File: src/rtl/click_pipe_ctrl_pkg.sv
// Shared constants for the click-style token pipeline controller.
package click_pipe_ctrl_pkg;

    // Default depth matches the classic IF/ID/EX/MEM/WB pipeline
    localparam int N_STAGE_DEF = 5;

    // Stage indices for the default five-stage configuration
    localparam int STG_IF  = 0;
    localparam int STG_ID  = 1;
    localparam int STG_EX  = 2;
    localparam int STG_MEM = 3;
    localparam int STG_WB  = 4;

endpackage

File: src/rtl/click_stage_ctrl.sv
// One pipeline stage of the click controller: full flag, click phase and
// the local accept/fire decision.
module click_stage_ctrl (
    input  logic clk,
    input  logic rst,
    input  logic src,       // upstream offers a token to this stage
    input  logic leave,     // the token held here moves on this cycle
    input  logic stall,     // block entry into this stage
    input  logic flush,     // this stage is covered by the flush mask
    output logic acc,       // stage can take a token this cycle
    output logic fire,      // token enters this stage this cycle
    output logic full_nxt,  // full flag after this cycle
    output logic full,
    output logic phase
);

    // A flushed stage is always free to accept but never loads in the flush cycle
    assign acc      = ~full | leave | flush;
    assign fire     = src & acc & ~stall & ~flush;
    assign full_nxt = fire | (full & ~leave & ~flush);

    // Hold the occupancy flag and toggle the click phase on every fire
    always_ff @(posedge clk or posedge rst) begin
        if (rst) begin
            full  <= 1'b0;
            phase <= 1'b0;
        end else begin
            full  <= full_nxt;
            phase <= phase ^ fire;
        end
    end

endmodule

File: src/rtl/click_pipe_ctrl.sv
// Parametrised N-stage click pipeline controller with per-stage stall and
// flush, valid/ready handshakes at both ends and an occupancy count.
// o_fire[k] is the load enable for stage k's datapath register.
import click_pipe_ctrl_pkg::*;

module click_pipe_ctrl #(
    parameter  int N_STAGE = N_STAGE_DEF,
    localparam int CNT_W   = $clog2(N_STAGE + 1)
) (
    input  logic               i_clk,
    input  logic               i_rst,
    input  logic               i_in_valid,
    output logic               o_in_ready,
    output logic               o_out_valid,
    input  logic               i_out_ready,
    input  logic [N_STAGE-1:0] i_stall,
    input  logic [N_STAGE-1:0] i_flush,
    output logic [N_STAGE-1:0] o_fire,
    output logic [N_STAGE-1:0] o_full,
    output logic [N_STAGE-1:0] o_phase,
    output logic [CNT_W-1:0]   o_count
);

    logic [N_STAGE-1:0] flush_mask;
    logic [N_STAGE-1:0] src;
    logic [N_STAGE-1:0] leave;
    logic [N_STAGE-1:0] acc;
    logic [N_STAGE-1:0] full_nxt;

    function automatic logic [CNT_W-1:0] popcount(input logic [N_STAGE-1:0] v);
        logic [CNT_W-1:0] cnt;
        cnt = '0;
        for (int i = 0; i < N_STAGE; i++) begin
            cnt = cnt + CNT_W'(v[i]);
        end
        return cnt;
    endfunction

    // A flush request on stage k discards everything from stage k back to IF
    always_comb begin
        logic run;
        run        = 1'b0;
        flush_mask = '0;
        for (int j = N_STAGE - 1; j >= 0; j--) begin
            run           = run | i_flush[j];
            flush_mask[j] = run;
        end
    end

    // Source offers: IF takes from upstream, others from the previous stage
    assign src = {o_full[N_STAGE-2:0] & ~flush_mask[N_STAGE-2:0],
                  i_in_valid & ~flush_mask[0]};

    // Ripple readiness from WB back to IF so a full pipe advances in one cycle;
    // a stage's token leaves exactly when the next stage fires
    always_comb begin
        logic nxt;
        nxt   = o_full[N_STAGE-1] & i_out_ready;
        leave = '0;
        for (int k = N_STAGE - 1; k >= 0; k--) begin
            leave[k] = nxt;
            nxt = src[k] & (~o_full[k] | nxt | flush_mask[k])
                & ~i_stall[k] & ~flush_mask[k];
        end
    end

    for (genvar k = 0; k < N_STAGE; k++) begin : g_stage
        click_stage_ctrl u_stage (
            .clk      (i_clk),
            .rst      (i_rst),
            .src      (src[k]),
            .leave    (leave[k]),
            .stall    (i_stall[k]),
            .flush    (flush_mask[k]),
            .acc      (acc[k]),
            .fire     (o_fire[k]),
            .full_nxt (full_nxt[k]),
            .full     (o_full[k]),
            .phase    (o_phase[k])
        );
    end

    // Independent of i_in_valid so no combinational path loops through upstream
    assign o_in_ready  = acc[STG_IF] & ~i_stall[STG_IF] & ~flush_mask[STG_IF];
    assign o_out_valid = o_full[N_STAGE-1];

    // Count follows the next full vector so it agrees with o_full every cycle
    always_ff @(posedge i_clk or posedge i_rst) begin
        if (i_rst) begin
            o_count <= '0;
        end else begin
            o_count <= popcount(full_nxt);
        end
    end

endmodule

File: config.mk
export PLATFORM = sky130hd
export DESIGN_NAME = click_pipe_ctrl
export DESIGN_NICKNAME = d
export VERILOG_FILES = /design/src/rtl/click_pipe_ctrl_pkg.sv /design/src/rtl/click_stage_ctrl.sv /design/src/rtl/click_pipe_ctrl.sv
export SDC_FILE = /design/constraint.sdc
export NUM_CORES = 1
export LEC_CHECK = 0
export BUFFER_PORTS_ARGS = -buffer_cell sky130_fd_sc_hd__buf_2
export CAP_MARGIN = 15
export CORE_MARGIN = 3
export CORE_UTILIZATION = 50
export DETAILED_ROUTE_END_ITERATION = 10
export PLACE_DENSITY = 0.91
export SLEW_MARGIN = 20
export SYNTH_ARGS = -nofsm -noshare
export SYNTH_HDL_FRONTEND = slang
export SYNTH_SLANG_ARGS = --single-unit
File: constraint.sdc
create_clock -name i_clk -period 5 [get_ports i_clk]
set_input_delay 1 -clock i_clk [delete_from_list [all_inputs] [get_ports i_clk]]
set_output_delay 1 -clock i_clk [all_outputs]
set_load 0.05 [all_outputs]
==> flow_metrics.env <==
export IMPL_hpwl_mm=1.26
export IMPL_fill_cells=136
export IMPL_total_power_uw=202
export IMPL_switchingPower_uw=54.7
export IMPL_place_inst=113
export IMPL_drive_above_1_share_pct=48.5
export IMPL_path_buf_inv=3
export IMPL_layout_commonest_cell="buf_2"
export IMPL_root_buffer="clkbuf_4"
export IMPL_holdBufCountCts=0
export IMPL_drt_antenna_violating_nets=0
export IMPL_yosysUniqueCellTypes=29
export IMPL_remaining_drc_errors=0
export IMPL_coreArea_um2=1560
export IMPL_critPathMaxStageDelay_ns=0.41
export IMPL_setup_tns_ns=0
export IMPL_finalHoldViolCount=0
export IMPL_final_cell_mix="buf_2 (33), dfrtp_1 (13), inv_1 (6)"
export IMPL_pre_cts_ws_ns=1.43
export IMPL_avgViaCountPerCell=5.07
export IMPL_stdcell_count=117
export IMPL_timing_final_crit_share_pct=65.4
export IMPL_crit_required_ns=5.15
export IMPL_critical_path_top_delay_family="adder cells"
export IMPL_setup_viol=0
export IMPL_num_rows=14
export IMPL_grt_total_usage_pct=14.8
export IMPL_ys_warnings_count=0
export IMPL_power_density_nw_per_um2=211
export IMPL_area_growth_syn_to_layout_pct=11.5
export IMPL_io_buffers=33
export IMPL_fp_dieArea_um2=2260
export IMPL_clock_sinks=13
export IMPL_clock_path_buffers=2
export IMPL_fin_nets=120
export IMPL_fmax_ghz=0.306
export IMPL_path_clk_slew_ns=0.08
export IMPL_start_kind="input pin"
export IMPL_slowest_stage="fa_1"
export IMPL_vias=593
export IMPL_syn_area_per_cell_um2=10.9
export IMPL_fin_ws_ns=1.73
export IMPL_syn_inst=79
export IMPL_synth_top_area_share_pct=37.8
export IMPL_dr_pass1_iters=2
export IMPL_critPathKind="in -> reg"
export IMPL_clockPowerShare_pct=30.9
export IMPL_gp_congestion=0.781
export IMPL_start_util_pct=55.2
export IMPL_wl_mm=1.47
export IMPL_rsz0062_at_grt="false"
export IMPL_antenna_found_initial=0
export IMPL_drt_iter0_drc=1
export IMPL_crit_chain="buf_2 > nor4b_4 > o31ai_2 > o21ai_2 > a21oi_1 > nor2_1 > ha_1 > inv_1 > fa_1 > inv_1 > ha_1 > fa_1"
export IMPL_grt_pass1_wl_mm=2.22
export IMPL_clock_latency_ns=0.27
export IMPL_cts_resized_gates=0
export IMPL_relSlewSlack_pct=68.5
export IMPL_yosysTopAreaCell="dfrtp_1"
export IMPL_synth_area_leaders="dfrtp_1 (38%), buf_4 (13%), xor2_1 (5.1%), fa_1 (4.7%), ha_1 (2.9%)"
export IMPL_hold_class="reg -> reg"
export IMPL_synth_ff_latch_count=13
export IMPL_worst_pin_slew_ns=0.472
export IMPL_pwr_share_comb_pct=15.2
export IMPL_ff_latch_area_um2=325
export IMPL_skew_ns=0.00366
export IMPL_worstPathMaxFanout=3
export IMPL_cts_tree="done"
export IMPL_cap_violations=0
export IMPL_gr_total_overflow=0
export IMPL_chipHeight_um=47.5
export IMPL_cts_setup_buffers=0
export IMPL_antenna_cells=0
export IMPL_syn_area_um2=861
export IMPL_status="finished, final reports clean"
export IMPL_end_kind="flop"
export IMPL_p_leak_nw=0.554
export IMPL_p_seq_share_pct=53.8
export IMPL_grt_start_max_net_pins=14
export IMPL_post_drt_wl_per_cell_um=12.6
export IMPL_ir_worst_vdd_mv=0.177
export IMPL_drv_slew=0
export IMPL_syn_num_nets=97
export IMPL_htreeDepth=1
export IMPL_yosysSeqAreaShare_pct=37.8
export IMPL_first_global_vias=534
export IMPL_final_util_pct=61.6
export IMPL_p_sw_share_pct=27.1
export IMPL_min_period_ns=3.27
export IMPL_p_int_uw=147
export IMPL_arrival_ns=3.42
export IMPL_die_w_um=47.5
export IMPL_ios=34
export IMPL_cts_buffers_inserted=3
export IMPL_multi_input_area_um2=400
-- power groups by stage --
| stage | combinational, mW | sequential (mW) | clock [mW] |
|---|---|---|---|
| after detailed placement | 0.0310 | 0.111 | 0 |
| after CTS | 0.0311 | 0.109 | 0.0667 |
| after floorplan | 0.0212 | 0.111 | 0 |
| after global routing | 0.0331 | 0.109 | 0.0707 |
| after global placement | 0.0303 | 0.111 | 0 |
| final | 0.0307 | 0.109 | 0.0625 |
-- flip-flops by register name, summed over array words and instances (netlist names) --
| name | flops |
|---|---|
| o_count | 3 |
| g_stage.u_stage.phase | 5 |
| g_stage.u_stage.full | 5 |
-- worst paths after layout --
check,start,end,slack [ns],cells after the start
max in group asynchronous,i_rst,g_stage[3].u_stage.phase$_DFF_PP0_,3.95,2
min in group asynchronous,i_rst,o_count[1]$_DFF_PP0_,0.73,2
worst max register to register,g_stage[4].u_stage.full$_DFF_PP0_,o_count[1]$_DFF_PP0_,2.14,11
worst min-delay path,g_stage[3].u_stage.phase$_DFF_PP0_,g_stage[3].u_stage.phase$_DFF_PP0_,0.46,1
worst max-delay path,i_flush[2],o_count[1]$_DFF_PP0_,1.73,12
worst min register to register,g_stage[3].u_stage.phase$_DFF_PP0_,g_stage[3].u_stage.phase$_DFF_PP0_,0.46,1
-- cell usage after synthesis --
master	number
o21ai_0	1
nor2_2	2
a211oi_1	1
nor2_4	1
o21ai_2	1
nand3b_1	2
nor2b_1	3
a21oi_2	1
o211ai_1	1
nor2_1	5
and2b_1	1
nand2_1	3
a21oi_4	1
nand2b_1	2
nor4b_4	1
a21oi_1	3
dfrtp_1	13
ha_1	2
o31ai_2	1
buf_4	15
nor4_4	1
or2_1	1
xor2_1	5
nor3_2	1
nor3b_2	1
a211oi_2	1
inv_1	6
nor3_4	1
fa_1	2
-- per-stage QoR --
| step | hold WS, ns | area, um^2 |
|---|---|---|
| global placement | 0.450 | 933 |
| floorplan | 0.443 | 861 |
| global route | 0.471 | 960 |
| CTS | 0.464 | 960 |
| finish | 0.462 | 960 |
| detailed placement | 0.453 | 933 |
-- cells by family (layout without fill, tap and decap cells) --
| family | after synthesis | in the layout | share of synthesized area (%) |
|---|---|---|---|
| AO/OA/AOI/OAI | 11 | 11 | 10.9 |
| adder cells (fa/ha/maj) | 4 | 4 | 7.56 |
| flip-flops | 13 | 13 | 37.8 |
| XOR/XNOR | 5 | 5 | 5.09 |
| buffers and inverters | 21 | 43 | 15.7 |
| AND/OR/NAND/NOR | 25 | 25 | 23.0 |
-- area by class of cell --
type                    count  area share, %
multi-input cells          45           41.7
flip-flops and latches     13           33.9
repair buffers             33           17.2
well taps                  16           2.09
inverters                   6           2.35
clock buffers               4           2.74
-- layer usage --
| metal | part of all wire (%) | global-route usage, % | wire length, um | vias up |
|---|---|---|---|---|
| li1 | - | - | - | 290 |
| met1 | 42 | 16.9 | 615 | 278 |
| met2 | 50 | 24.6 | 738 | 21 |
| met3 | 6.5 | 5.64 | 96 | 4 |
| met4 | 1.5 | 6.63 | 22 | 0 |
| met5 | 0 | 0 | 0 | - |
No activity file was read; power rests on OpenSTA's default activity.
